## config.mk

```make
export PLATFORM = sky130hd
export DESIGN_NAME = hilo_muldiv
export DESIGN_NICKNAME = d
export VERILOG_FILES = /design/src/rtl/hilo_muldiv_pkg.sv /design/src/rtl/muldiv_sign_fix.sv /design/src/rtl/hilo_muldiv.sv
export SDC_FILE = /design/constraint.sdc
export NUM_CORES = 1
export LEC_CHECK = 0
export ABC_AREA = 1
export BUFFER_PORTS_ARGS = -buffer_cell sky130_fd_sc_hd__buf_2
export CAP_MARGIN = 20
export CORE_MARGIN = 4
export CORE_UTILIZATION = 56
export DETAILED_ROUTE_END_ITERATION = 8
export GPL_TIMING_DRIVEN = 1
export PLACE_DENSITY = 0.78
export SYNTH_ARGS = -nofsm -noshare
export SYNTH_HDL_FRONTEND = slang
export SYNTH_SLANG_ARGS = --single-unit
export TNS_END_PERCENT = 30
```

## constraint.sdc

```tcl
create_clock -name clk -period 5.07 [get_ports clk]
set_input_delay 0.507 -clock clk [delete_from_list [all_inputs] [get_ports clk]]
set_output_delay 0.507 -clock clk [all_outputs]
set_load 0.05 [all_outputs]
```

## src/rtl/hilo_muldiv_pkg.sv

```systemverilog
// Shared types and constants for the HI/LO multiply/divide unit.
package hilo_muldiv_pkg;

  // Default operand width; the result is twice this wide.
  localparam int HILO_WIDTH = 32;

  // Writeback flag that commits both HI and LO from the unit's result.
  localparam logic [2:0] HILO_WR_BOTH = 3'b111;

  // Operation encoding as presented on the op port.
  typedef enum logic [1:0] {
    OP_MULT  = 2'b00,
    OP_MULTU = 2'b01,
    OP_DIV   = 2'b10,
    OP_DIVU  = 2'b11
  } op_e;

  // Sequencer states.
  localparam logic [1:0] IDLE = 2'd0;
  localparam logic [1:0] RUN  = 2'd1;
  localparam logic [1:0] FIN  = 2'd2;

  // True for the two divide operations.
  function automatic logic op_is_div(input op_e o);
    return (o == OP_DIV) || (o == OP_DIVU);
  endfunction

  // True for the operations that treat operands as two's complement.
  function automatic logic op_is_signed(input op_e o);
    return (o == OP_MULT) || (o == OP_DIV);
  endfunction

endpackage

```

## src/rtl/muldiv_sign_fix.sv

```systemverilog
// Post-iteration correction: turns the unsigned magnitude result into the
// architectural {HI,LO} value (negation and divide-by-zero handling).
module muldiv_sign_fix
  import hilo_muldiv_pkg::*;
#(
  parameter int WIDTH = HILO_WIDTH
) (
  input  logic [2*WIDTH-1:0] raw,
  input  op_e                op,
  input  logic               sign_a,
  input  logic               sign_b,
  input  logic               b_zero,
  output logic [2*WIDTH-1:0] fixed
);

  logic [WIDTH-1:0] hi_s;
  logic [WIDTH-1:0] lo_s;
  logic [WIDTH-1:0] hi_fix_s;
  logic [WIDTH-1:0] lo_fix_s;

  // Select the correction for the operation that produced the raw value.
  always_comb begin
    hi_s     = raw[2*WIDTH-1:WIDTH];
    lo_s     = raw[WIDTH-1:0];
    hi_fix_s = hi_s;
    lo_fix_s = lo_s;
    fixed    = raw;
    case (op)
      OP_MULT: begin
        if (sign_a ^ sign_b) begin
          fixed = -raw;
        end else begin
          fixed = raw;
        end
      end
      OP_MULTU: begin
        fixed = raw;
      end
      OP_DIV: begin
        // With a zero divisor the remainder path leaves |a| in HI, so
        // re-applying the dividend sign restores the original operand.
        if (sign_a) begin
          hi_fix_s = -hi_s;
        end else begin
          hi_fix_s = hi_s;
        end
        if (b_zero) begin
          lo_fix_s = {WIDTH{1'b1}};
        end else if (sign_a ^ sign_b) begin
          lo_fix_s = -lo_s;
        end else begin
          lo_fix_s = lo_s;
        end
        fixed = {hi_fix_s, lo_fix_s};
      end
      OP_DIVU: begin
        if (b_zero) begin
          fixed = {hi_s, {WIDTH{1'b1}}};
        end else begin
          fixed = raw;
        end
      end
      default: begin
        fixed = raw;
      end
    endcase
  end

endmodule

```

## src/rtl/hilo_muldiv.sv

```systemverilog
// Iterative radix-2 multiply/divide unit feeding the HI/LO write port.
// Fixed latency: one setup edge, WIDTH iteration edges, one finish edge.
module hilo_muldiv
  import hilo_muldiv_pkg::*;
#(
  parameter int WIDTH = HILO_WIDTH,
  parameter int CNT_W = 5
) (
  input  logic               clk,
  input  logic               rst,
  input  logic               start,
  input  logic [1:0]         op,
  input  logic               cancel,
  input  logic [WIDTH-1:0]   a,
  input  logic [WIDTH-1:0]   b,
  output logic               busy,
  output logic               stall,
  output logic               done,
  output logic [2*WIDTH-1:0] result
);

  localparam logic [CNT_W-1:0] CNT_LAST = CNT_W'(WIDTH - 1);
  localparam logic [CNT_W-1:0] CNT_ONE  = CNT_W'(1);

  logic [1:0]         state_r;
  logic [CNT_W-1:0]   cnt_r;
  op_e                op_r;
  logic               sign_a_r;
  logic               sign_b_r;
  logic               b_zero_r;
  logic [WIDTH-1:0]   opnd_r;
  logic [2*WIDTH-1:0] acc_r;
  logic [2*WIDTH-1:0] result_r;
  logic               busy_r;
  logic               done_r;

  op_e                op_in_s;
  logic               signed_in_s;
  logic [WIDTH-1:0]   mag_a_s;
  logic [WIDTH-1:0]   mag_b_s;
  logic [WIDTH:0]     mul_sum_s;
  logic [2*WIDTH-1:0] mul_step_s;
  logic [WIDTH:0]     div_shift_s;
  logic [WIDTH+1:0]   div_diff_s;
  logic               div_qbit_s;
  logic [2*WIDTH-1:0] div_step_s;
  logic [2*WIDTH-1:0] fixed_s;

  // Decode the incoming op and reduce operands to magnitudes for signed ops.
  always_comb begin
    op_in_s     = op_e'(op);
    signed_in_s = op_is_signed(op_in_s);
    if (signed_in_s && a[WIDTH-1]) begin
      mag_a_s = -a;
    end else begin
      mag_a_s = a;
    end
    if (signed_in_s && b[WIDTH-1]) begin
      mag_b_s = -b;
    end else begin
      mag_b_s = b;
    end
  end

  // Shift-add multiply step: acc = {partial HI, remaining multiplier bits}.
  always_comb begin
    mul_sum_s = {1'b0, acc_r[2*WIDTH-1:WIDTH]} + {1'b0, opnd_r};
    if (acc_r[0]) begin
      mul_step_s = {mul_sum_s, acc_r[WIDTH-1:1]};
    end else begin
      mul_step_s = {1'b0, acc_r[2*WIDTH-1:1]};
    end
  end

  // Restoring divide step: acc = {partial remainder, dividend/quotient bits}.
  // The partial remainder is always below the divisor, so a successful trial
  // subtraction leaves both top bits of the difference clear.
  always_comb begin
    div_shift_s = {acc_r[2*WIDTH-1:WIDTH], acc_r[WIDTH-1]};
    div_diff_s  = {1'b0, div_shift_s} - {2'b00, opnd_r};
    div_qbit_s  = ~|div_diff_s[WIDTH+1:WIDTH];
    if (div_qbit_s) begin
      div_step_s = {div_diff_s[WIDTH-1:0], acc_r[WIDTH-2:0], 1'b1};
    end else begin
      div_step_s = {div_shift_s[WIDTH-1:0], acc_r[WIDTH-2:0], 1'b0};
    end
  end

  muldiv_sign_fix #(
    .WIDTH (WIDTH)
  ) u_sign_fix (
    .raw    (acc_r),
    .op     (op_r),
    .sign_a (sign_a_r),
    .sign_b (sign_b_r),
    .b_zero (b_zero_r),
    .fixed  (fixed_s)
  );

  // Sequencer and datapath registers; cancel aborts from any state.
  always_ff @(posedge clk or posedge rst) begin
    if (rst) begin
      state_r  <= IDLE;
      cnt_r    <= {CNT_W{1'b0}};
      op_r     <= OP_MULT;
      sign_a_r <= 1'b0;
      sign_b_r <= 1'b0;
      b_zero_r <= 1'b0;
      opnd_r   <= {WIDTH{1'b0}};
      acc_r    <= {(2*WIDTH){1'b0}};
      result_r <= {(2*WIDTH){1'b0}};
      busy_r   <= 1'b0;
      done_r   <= 1'b0;
    end else if (cancel) begin
      state_r <= IDLE;
      cnt_r   <= {CNT_W{1'b0}};
      busy_r  <= 1'b0;
      done_r  <= 1'b0;
    end else begin
      done_r <= 1'b0;
      case (state_r)
        IDLE: begin
          if (start) begin
            op_r     <= op_in_s;
            sign_a_r <= signed_in_s & a[WIDTH-1];
            sign_b_r <= signed_in_s & b[WIDTH-1];
            b_zero_r <= (b == {WIDTH{1'b0}});
            if (op_is_div(op_in_s)) begin
              opnd_r <= mag_b_s;
              acc_r  <= {{WIDTH{1'b0}}, mag_a_s};
            end else begin
              opnd_r <= mag_a_s;
              acc_r  <= {{WIDTH{1'b0}}, mag_b_s};
            end
            cnt_r   <= {CNT_W{1'b0}};
            state_r <= RUN;
            busy_r  <= 1'b1;
          end else begin
            state_r <= IDLE;
            busy_r  <= 1'b0;
          end
        end
        RUN: begin
          if (op_is_div(op_r)) begin
            acc_r <= div_step_s;
          end else begin
            acc_r <= mul_step_s;
          end
          cnt_r <= cnt_r + CNT_ONE;
          if (cnt_r == CNT_LAST) begin
            state_r <= FIN;
          end else begin
            state_r <= RUN;
          end
          busy_r <= 1'b1;
        end
        FIN: begin
          result_r <= fixed_s;
          done_r   <= 1'b1;
          state_r  <= IDLE;
          busy_r   <= 1'b0;
        end
        default: begin
          state_r <= IDLE;
          busy_r  <= 1'b0;
        end
      endcase
    end
  end

  assign busy   = busy_r;
  assign done   = done_r;
  assign result = result_r;
  assign stall  = busy_r | (start & ~cancel);

endmodule

```

; Word-level counts from Yosys, hierarchy flattened
; Index checks and enable logic that the tools add are counted.
[classes]
add_sub_neg = 8
n_eq_ne = 10
muxes = 27
bitwise = 6
reduce_logical = 16
[ops]
columns = cell, count
row1 = 2-to-1 mux 64 bit, 5
row2 = 2-to-1 mux 32 bit, 8
row3 = case mux 64 bit (4 select lines), 1
row4 = negator 32 bit, 4
row5 = case mux 64 bit (2 select lines), 1
row6 = negator 64 bit, 1
row7 = subtractor 33 x 32 -> 34 bit, 1
row8 = adder 32 x 32 -> 33 bit, 1
row9 = logical NOT 32 bit, 1
row10 = equality test 2 bit (second input constant), 5
row11 = 2-to-1 mux 5 bit, 2
row12 = case mux 5 bit (2 select lines), 1
row13 = logical NOT 2 bit, 3
row14 = AND reduction 3 bit, 2
row15 = adder 5 x 1 -> 5 bit (second input constant), 1
row16 = equality test 5 bit (second input constant), 1
row17 = 2-to-1 mux 1 bit, 5
row18 = equality test 2 x 1 -> 1 bit (second input constant), 2
row19 = 2-to-1 mux 2 bit, 2
row20 = case mux 2 bit (2 select lines), 1
row21 = AND reduction 2 bit, 2
row22 = AND 1 bit, 3
row23 = logical OR 1 bit, 3
row24 = inequality test 3 bit (second input constant), 1
row25 = other kinds (9), 10
[totals]
ff_bits = 174
output_inout_bits = 67

; Logic depth before layout (Yosys ltp)
; Gate-level depths: netlist of the first run.
[logic_depth]
depth_word = 7
mapped_depth = 22
ltp_nobuf = 20

; Modules after synthesis
; From an unflattened synthesis of the first run, not the netlist that was laid out.
[unflattened]
hier_cells = 3123
area_unflattened_um2 = 18242.5
[modules_own_cells]
columns = mod, instances, cells_each, area_per_inst_um2, seq_area_each_um2
row1 = hilo_muldiv, 1, 2456, 15115.7, 4354.2
row2 = muldiv_sign_fix, 1, 667, 3126.7, 0.0

; Worst setup path before layout of the first run
; OpenSTA, ideal clock, no wires.
[synth_path]
path_type = reg2reg
start = reg acc_r[31]
end = reg acc_r[37]
setup_ns = 0.117
arrival_ns = 2.408
required_ns = 4.953
slack_ns = 2.546
path_stages_with_launch = 21
path_buffers = 2
synth_period_minus_slack_ns = 2.524
cell_sequence = dfrtp_1 clkbuf_1 inv_1 ha_1 inv_1 fa_1 nand2_1 nand2_1 nand3_2 nand2_2 nand2_2 nand2_2 nand2_2 nand3_1 nand2_4 nand2_8 nor2_8 buf_8 nand2_1 nand3_2 nand2_1
[synth_between]
elab_chain_len = 5
[synth_lines]
columns = element, line_no
row1 = start: declaration, hilo_muldiv.sv:32  ; logic [2*WIDTH-1:0] acc_r;
row2 = start signal: assignment, hilo_muldiv.sv:110  ; acc_r <= {(2*WIDTH){1'b0}};
row3 = start signal: assignment, hilo_muldiv.sv:130  ; acc_r <= {{WIDTH{1'b0}}, mag_a_s};
row4 = start signal: assignment, hilo_muldiv.sv:133  ; acc_r <= {{WIDTH{1'b0}}, mag_b_s};
row5 = subtractor 33 x 32 -> 34 bit *, hilo_muldiv.sv:80  ; div_diff_s = {1'b0, div_shift_s} - {2'b00, opnd_r};
row6 = OR reduction 2 bit, hilo_muldiv.sv:81  ; div_qbit_s = ~|div_diff_s[WIDTH+1:WIDTH];
row7 = 2-to-1 mux 64 bit *, hilo_muldiv.sv:82  ; if (div_qbit_s) begin
row8 = 2-to-1 mux 64 bit *, hilo_muldiv.sv:144  ; if (op_is_div(op_r)) begin
row9 = case mux 64 bit (2 select lines) *, hilo_muldiv.sv:121  ; case (state_r)
; Mark *: on every way between the ends. The rest lies on a longest branch, timed or not.
; A chain may end at the register's enable or synchronous reset.

; Worst setup path after layout of the first run
[layout_path]
start = reg acc_r[31]
end = reg acc_r[48]
; Same word-level chain as after synthesis.

==> impl_metrics.py, run 1 <==
metrics = {
    "status": {
        "status": "finished, final reports clean",
    },
    "routing": {
        "routed_wl_um": 65100,
        "vias_per_cell": 5.97,
        "routedWlPerCell_um": 19.3,
        "remaining_drc_errors": 0,
        "vias": 20100,
        "drt-initial-drc-count": 2673,
        "antenna_left": 0,
        "drt_first_pass_iters": 8,
    },
    "timing": {
        "fmax_ghz": 0.316,
        "slew-limit-headroom_pct": 30.0,
        "fin_crit_ps": 3170,
        "rsz0062_at_grt": "false",
        "fin_ws_ps": 1900,
        "finalHoldViolCount": 0,
        "holdWs_ps": 305,
        "skew_ps": 21.5,
        "final-setup-viol-count": 0,
        "tightest_slew_ps": 1050,
        "fin_crit_sh_pct": 62.4,
        "slew_viol_final": 0,
        "fin_tns_setup_ps": 0,
    },
    "global_routing": {
        "gr-usage-met2_pct": 56.5,
        "antenna_found_initial": 1,
        "overflow": 0,
        "grtUsageTotal_pct": 37.8,
        "grt_pass1_vias": 18400,
        "grt_pass1_wl_um": 101000,
        "grt_use_met1_pct": 53.6,
        "grt_use_met3_pct": 7.01,
        "grt_max_degree": 175,
        "grt.busiest_layer": "met2",
    },
    "layout": {
        "drive_gt1_share_pct": 8.32,
        "fillerInstances": 3045,
        "antenna_cells": 0,
        "seqCellArea_um2": 4360,
        "nets": 3098,
        "syn_to_final_growth_pct": 8.63,
        "multiInputGateArea_um2": 11100,
    },
    "clock_tree": {
        "clk_pin_slew_ps": 80,
        "cts_hold_buf": 0,
        "cts_buffers": 17,
        "htreeDepth": 4,
        "cts_root_buf": "clkbuf_16",
        "post_cts_resized": 0,
        "clockBufferDepth": 2,
        "cts_tree": "built",
        "clk_latency_ps": 460,
        "cts_setup_buffers": 0,
        "cts_sinks": 174,
    },
    "floorplanning": {
        "rows": 64,
        "ios": 137,
        "start_util_pct": 56.9,
        "core_region_area_um2": 30600,
        "die-area_um2": 33900,
        "die_h_um": 184,
        "chipWidth_um": 184,
    },
    "setup_path": {
        "cp_max_fo": 18,
        "crit_type": "reg2reg",
        "cp-start-kind": "flop",
        "arrival_ps": 3500,
        "end_kind": "flop",
        "cp.required_ps": 5410,
    },
    "logic_synthesis": {
        "synth_area_um2": 17400,
        "synth_top_area_share_pct": 25.0,
        "synth-edff-count": 0,
        "synth_top_cell_by_area": "dfrtp_1",
        "synthTopCellsByArea": "dfrtp_1, nand2_1, inv_1, nand3_1, nor2_1",
        "async_flop_share_pct": 100,
        "synth_flop_cell": "dfrtp_1",
        "ys_warn_count": 0,
        "ys_types": 60,
        "syn-num-nets": 3023,
        "synth.avg_cell_area_um2": 6.04,
        "yosysSeqAreaShare_pct": 25.0,
        "synth-seq-cells": 174,
        "synthCells": 2881,
    },
    "min_path": {
        "worst_hold_path_type": "in2reg",
    },
    "pwr": {
        "total_power_w": 0.00943,
        "power-per-cell-area_nw_per_um2": 499,
        "leakagePower_nw": 10.2,
        "peakVddDrop_mv": 0.330,
    },
    "flow_run": {
        "drv_cap": 0,
    },
    "placed_design": {
        "io_buffer_count": 136,
        "dp_slack_ps": 2030,
        "dp_hpwl_um": 52300,
        "gp_congestion": 1.08,
    },
}
[final cells by class]
class	count	share of cell area, %
clock buffer	17	2.25
clock inverter	15	1.10
inverter	403	8.06
multi-input combinational	2211	58.7
sequential	174	23.1
tap	396	2.62
timing repair buffer	149	4.19
[worst paths after layout]
kind	end	from	depth (start not counted)	slack, ps
max reg2reg	acc_r[48]	acc_r[31]	18	1900
max in group asynchronous	acc_r[35]	rst	3	4030
min reg2reg	result[39]	result[39]	2	480
min	state_r[1]	cancel	2	300
max	acc_r[48]	acc_r[31]	18	1900
min in group asynchronous	busy	rst	3	350
[cells in the mapped netlist, types with 7 or more instances]
library cell and n:
nand2_1 882, inv_1 398, nor2_1 312, nand3_1 245
a21oi_1 191, dfrtp_1 174, o21ai_0 117, ha_1 70
xor2_1 70, clkbuf_1 69, nand4_1 57, nor3_1 32
o211ai_1 31, a31oi_1 28, xnor2_1 19, nand2_2 17
nand3b_1 17, a22oi_1 16, o221ai_1 13, o21bai_1 11
buf_1 8, nor2_2 8, nor4_1 8, or2_2 8
buf_2 7, nand3_2 7
[worst max-delay path, cell delays in order, from the launching register on]
cell and delay, ps:
dfrtp_1 500, inv_1 160, ha_1 180, inv_1 90
fa_1 410, nand2_1 80, nand2_1 100, nand3_2 100
nand2_2 100, nand2_2 80, nand2_2 80, nand2_2 80
nand3_1 110, nand2_4 240, nand2_8 160, nor2_8 260
nand2_1 120, nand3_1 120, nand2_1 60
[report_power, final]
group | total (W) | internal (W) | switching [W]
logic | 0.00583 | 0.00176 | 0.00407
clock network | 0.00142 | 0.000722 | 0.000700
registers | 0.00217 | 0.00161 | 0.000559
total | 0.00943 | 0.00410 | 0.00533
[layer usage]
metal	vias to the layer above	wire length, um
met1	9210	28000
met4	0	3070
li1	9455	-
met5	-	0
met3	203	6810
met2	1205	27200
[through the flow]
stage               instance area (um^2)  std cells  util [%]
floorplan                          17400       2881         -
global placement                   18300       3333      59.7
detailed placement                 18300       3333      59.7
CTS                                18900       3365      61.8
global route                       18900       3365      61.8
finish                             18900       3365      61.8
[cells by family after synthesis]
logic type                 Yosys count  share of synthesized area, %
xor gates and xnor gates            89                          4.48
DFF                                174                          25.0
and+or+nand+nor                   1619                          39.9
AOI/OAI and AO/OA                  431                          14.1
buffers and inverters              496                          11.2
adders and majority gates           72                          5.27
[placed cells by master, fill, tap and decap left out, types with 4 or more instances in the layout]
cell type and n:
nand2_1 882, inv_1 396, nor2_1 311, nand3_1 245, a21oi_1 191, dfrtp_1 173, buf_2 136, o21ai_0 117
xor2_1 70, ha_1 70, nand4_1 57, nor3_1 32, o211ai_1 31, a31oi_1 28, xnor2_1 19, nand3b_1 17
nand2_2 17, clkbuf_16 17, a22oi_1 16, o221ai_1 13, buf_4 12, o21bai_1 11, nor2_2 9, nor4_1 8
or2_2 8, nand3_2 7, and2_1 6, o31ai_1 6, clkinv_8 6, nor2_4 5, inv_6 5, inv_8 4
[state kept, by name, indices dropped and copies added (netlist names)]
register	cells
cnt_r	5
opnd_r	32
sign_a_r	1
op_r	2
b_zero_r	1
sign_b_r	1
result	64
state_r	2
acc_r	64
done	1
busy	1
Power figures use the tool's default switching activity.
==> run 2: changes to the inputs <==
Settings changed: CORE_UTILIZATION 56 to 60, PLACE_DENSITY 0.78 to 0.8.
Clock period 5.07 ns to 3.1 ns, I/O delays scaled along.
==> run 2 against run 1 <==
Via count grew 2.8%. Highest routed layer unchanged. Combinational power up 77%. Sequential cell count unchanged. Largest power group unchanged. Setup slack worse by 1700 ps.
==> impl_metrics.py, run 2 (synthesized netlist as in run 1, its figures left out) <==
metrics = {
    "layout": {
        "utilization_pct": 67.3,
        "final_cells": 3408,
        "multiInputGateArea_um2": 11100,
        "syn_to_final_growth_pct": 10.7,
        "nets": 3154,
        "antenna_cells": 0,
        "final_cell_mix": "nand2_1, inv_1, nor2_1, nand3_1, a21oi_1",
        "fillerInstances": 2672,
        "final_common_cell": "nand2_1",
        "final_area_um2": 19300,
        "seqCellArea_um2": 4360,
        "drive_gt1_share_pct": 9.99,
    },
    "flow_run": {
        "drv_cap": 0,
    },
    "setup_path": {
        "reg2reg_slack_ps": 180,
        "cp_slowest_cell": "dfrtp_1",
        "crit_type": "reg2reg",
        "cp.buffers_inverters": 2,
        "max_stage_delay_ps": 390,
        "cp_top_family": "simple AND/OR/NAND/NOR gates",
        "cp-start-kind": "flop",
        "r2r_cells": 18,
        "arrival_ps": 3270,
        "r2r-start": "acc_r[31]",
        "cp_max_fo": 18,
        "r2r-end": "acc_r[40]",
        "startpoint": "acc_r[31]",
        "end_kind": "flop",
        "cp.required_ps": 3450,
        "critPathCapture": "acc_r[40]",
        "crit_cells": 18,
        "worstPathCellList": "inv_1, ha_1, inv_1, fa_2, nand2_1, nand2_1, nand3_2, nand2_2, nand2_2, nand2_2, nand2_2, nand3_1, nand2_4, nand2_8, nor2_2, nand2_1, nand3_1, nand2_1",
    },
    "routing": {
        "vias": 20600,
        "routedWlPerCell_um": 19.7,
        "vias_per_cell": 6.06,
        "antenna_left": 0,
        "routed_wl_um": 67300,
        "drt_first_pass_iters": 8,
        "drt-initial-drc-count": 3121,
        "remaining_drc_errors": 0,
    },
    "timing": {
        "slew_viol_final": 0,
        "final-setup-viol-count": 0,
        "finalHoldViolCount": 0,
        "skew_ps": 16.2,
        "tightest_slew_ps": 980,
        "fmax_ghz": 0.343,
        "fin_tns_setup_ps": 0,
        "rsz0062_at_grt": "false",
        "fin_crit_sh_pct": 94.2,
        "slew-limit-headroom_pct": 34.6,
        "fin_crit_ps": 2920,
    },
    "clock_tree": {
        "cts_buffers": 17,
        "htreeDepth": 4,
        "cts_sinks": 174,
        "clk_latency_ps": 460,
        "clockBufferDepth": 2,
        "cts_tree": "built",
        "clk_pin_slew_ps": 80,
        "cts_root_buf": "clkbuf_16",
    },
    "floorplanning": {
        "die_h_um": 178,
        "core_region_area_um2": 28600,
        "die-area_um2": 31800,
        "chipWidth_um": 178,
        "rows": 62,
        "start_util_pct": 60.8,
        "ios": 137,
    },
    "pwr": {
        "power-per-cell-area_nw_per_um2": 819,
        "total_power_w": 0.0158,
        "leakagePower_nw": 10.5,
        "peakVddDrop_mv": 0.501,
    },
    "placed_design": {
        "gp_congestion": 1.12,
        "dp_hpwl_um": 53800,
        "placed_cells": 3375,
        "place_area_um2": 18600,
        "io_buffer_count": 136,
    },
    "global_routing": {
        "grt_pass1_wl_um": 103000,
        "grt_max_degree": 175,
        "overflow": 0,
        "grt_pass1_vias": 18900,
        "grtUsageTotal_pct": 41.8,
        "antenna_found_initial": 0,
    },
    "status": {
        "status": "finished, final reports clean",
    },
    "min_path": {
        "worstHoldStart": "cancel",
        "worst_hold_path_type": "in2reg",
    },
}
## run 2: timing repair
item / CTS / global route
hold buffers: 0 / 0
gates resized for setup: 0 / 1
buffers inserted: 0 / 0
endpoints found under the setup margin: 0 / 18
## run 2: how the worst min path moves through the flow
stage | cells after the start | to | slack [ps]
6_report | 2 | state_r[1] | 130
5_1_grt | 2 | state_r[1] | 140
4_1_cts | 2 | state_r[1] | 120
3_5_place_dp | 2 | result[49] | 460
3_3_place_gp | 2 | result[51] | 460
2_1_floorplan | 1 | b_zero_r | 460
## run 2: metal layers
metal / track usage, % / part of all wire (%)
met1: 55.6 / 39
met2: 61.6 / 41
met3: 12.3 / 14
met4: 21.6 / 6.2
met5: 0 / 0
## run 2: power by group
part / switching, W / total, W / leakage, nW / internal [W]
Combinational: 0.00715 / 0.0103 / 7.96 / 0.00313
Sequential: 0.000573 / 0.00322 / 2.24 / 0.00265
Clock: 0.00106 / 0.00227 / 0.283 / 0.00121
## run 2: area by class of cell
cell class / instances / share of cell area (%)
Multi-Input combinational cell: 2213 / 57.7
Sequential cell: 174 / 22.6
Inverter: 403 / 7.91
Timing Repair Buffer: 203 / 6.21
Tap cell: 384 / 2.50
Clock buffer: 18 / 2.23
Clock inverter: 13 / 0.799
## run 2: worst register-to-register path: stages (launching register included)
cell and delay, ps:
dfrtp_1 390, inv_1 110, ha_1 190, inv_1 100, fa_2 370, nand2_1 80, nand2_1 100, nand3_2 90
nand2_2 100, nand2_2 80, nand2_2 60, nand2_2 80, nand3_1 110, nand2_4 210, nand2_8 160, nor2_2 310
nand2_1 100, nand3_1 100, nand2_1 50
## run 2: through the flow
step                hold slack, ps  worst slack (ps)
floorplan                      464               565
global placement               458               358
detailed placement             461               243
CTS                            118               174
global route                   144              53.3
finish                         132               181
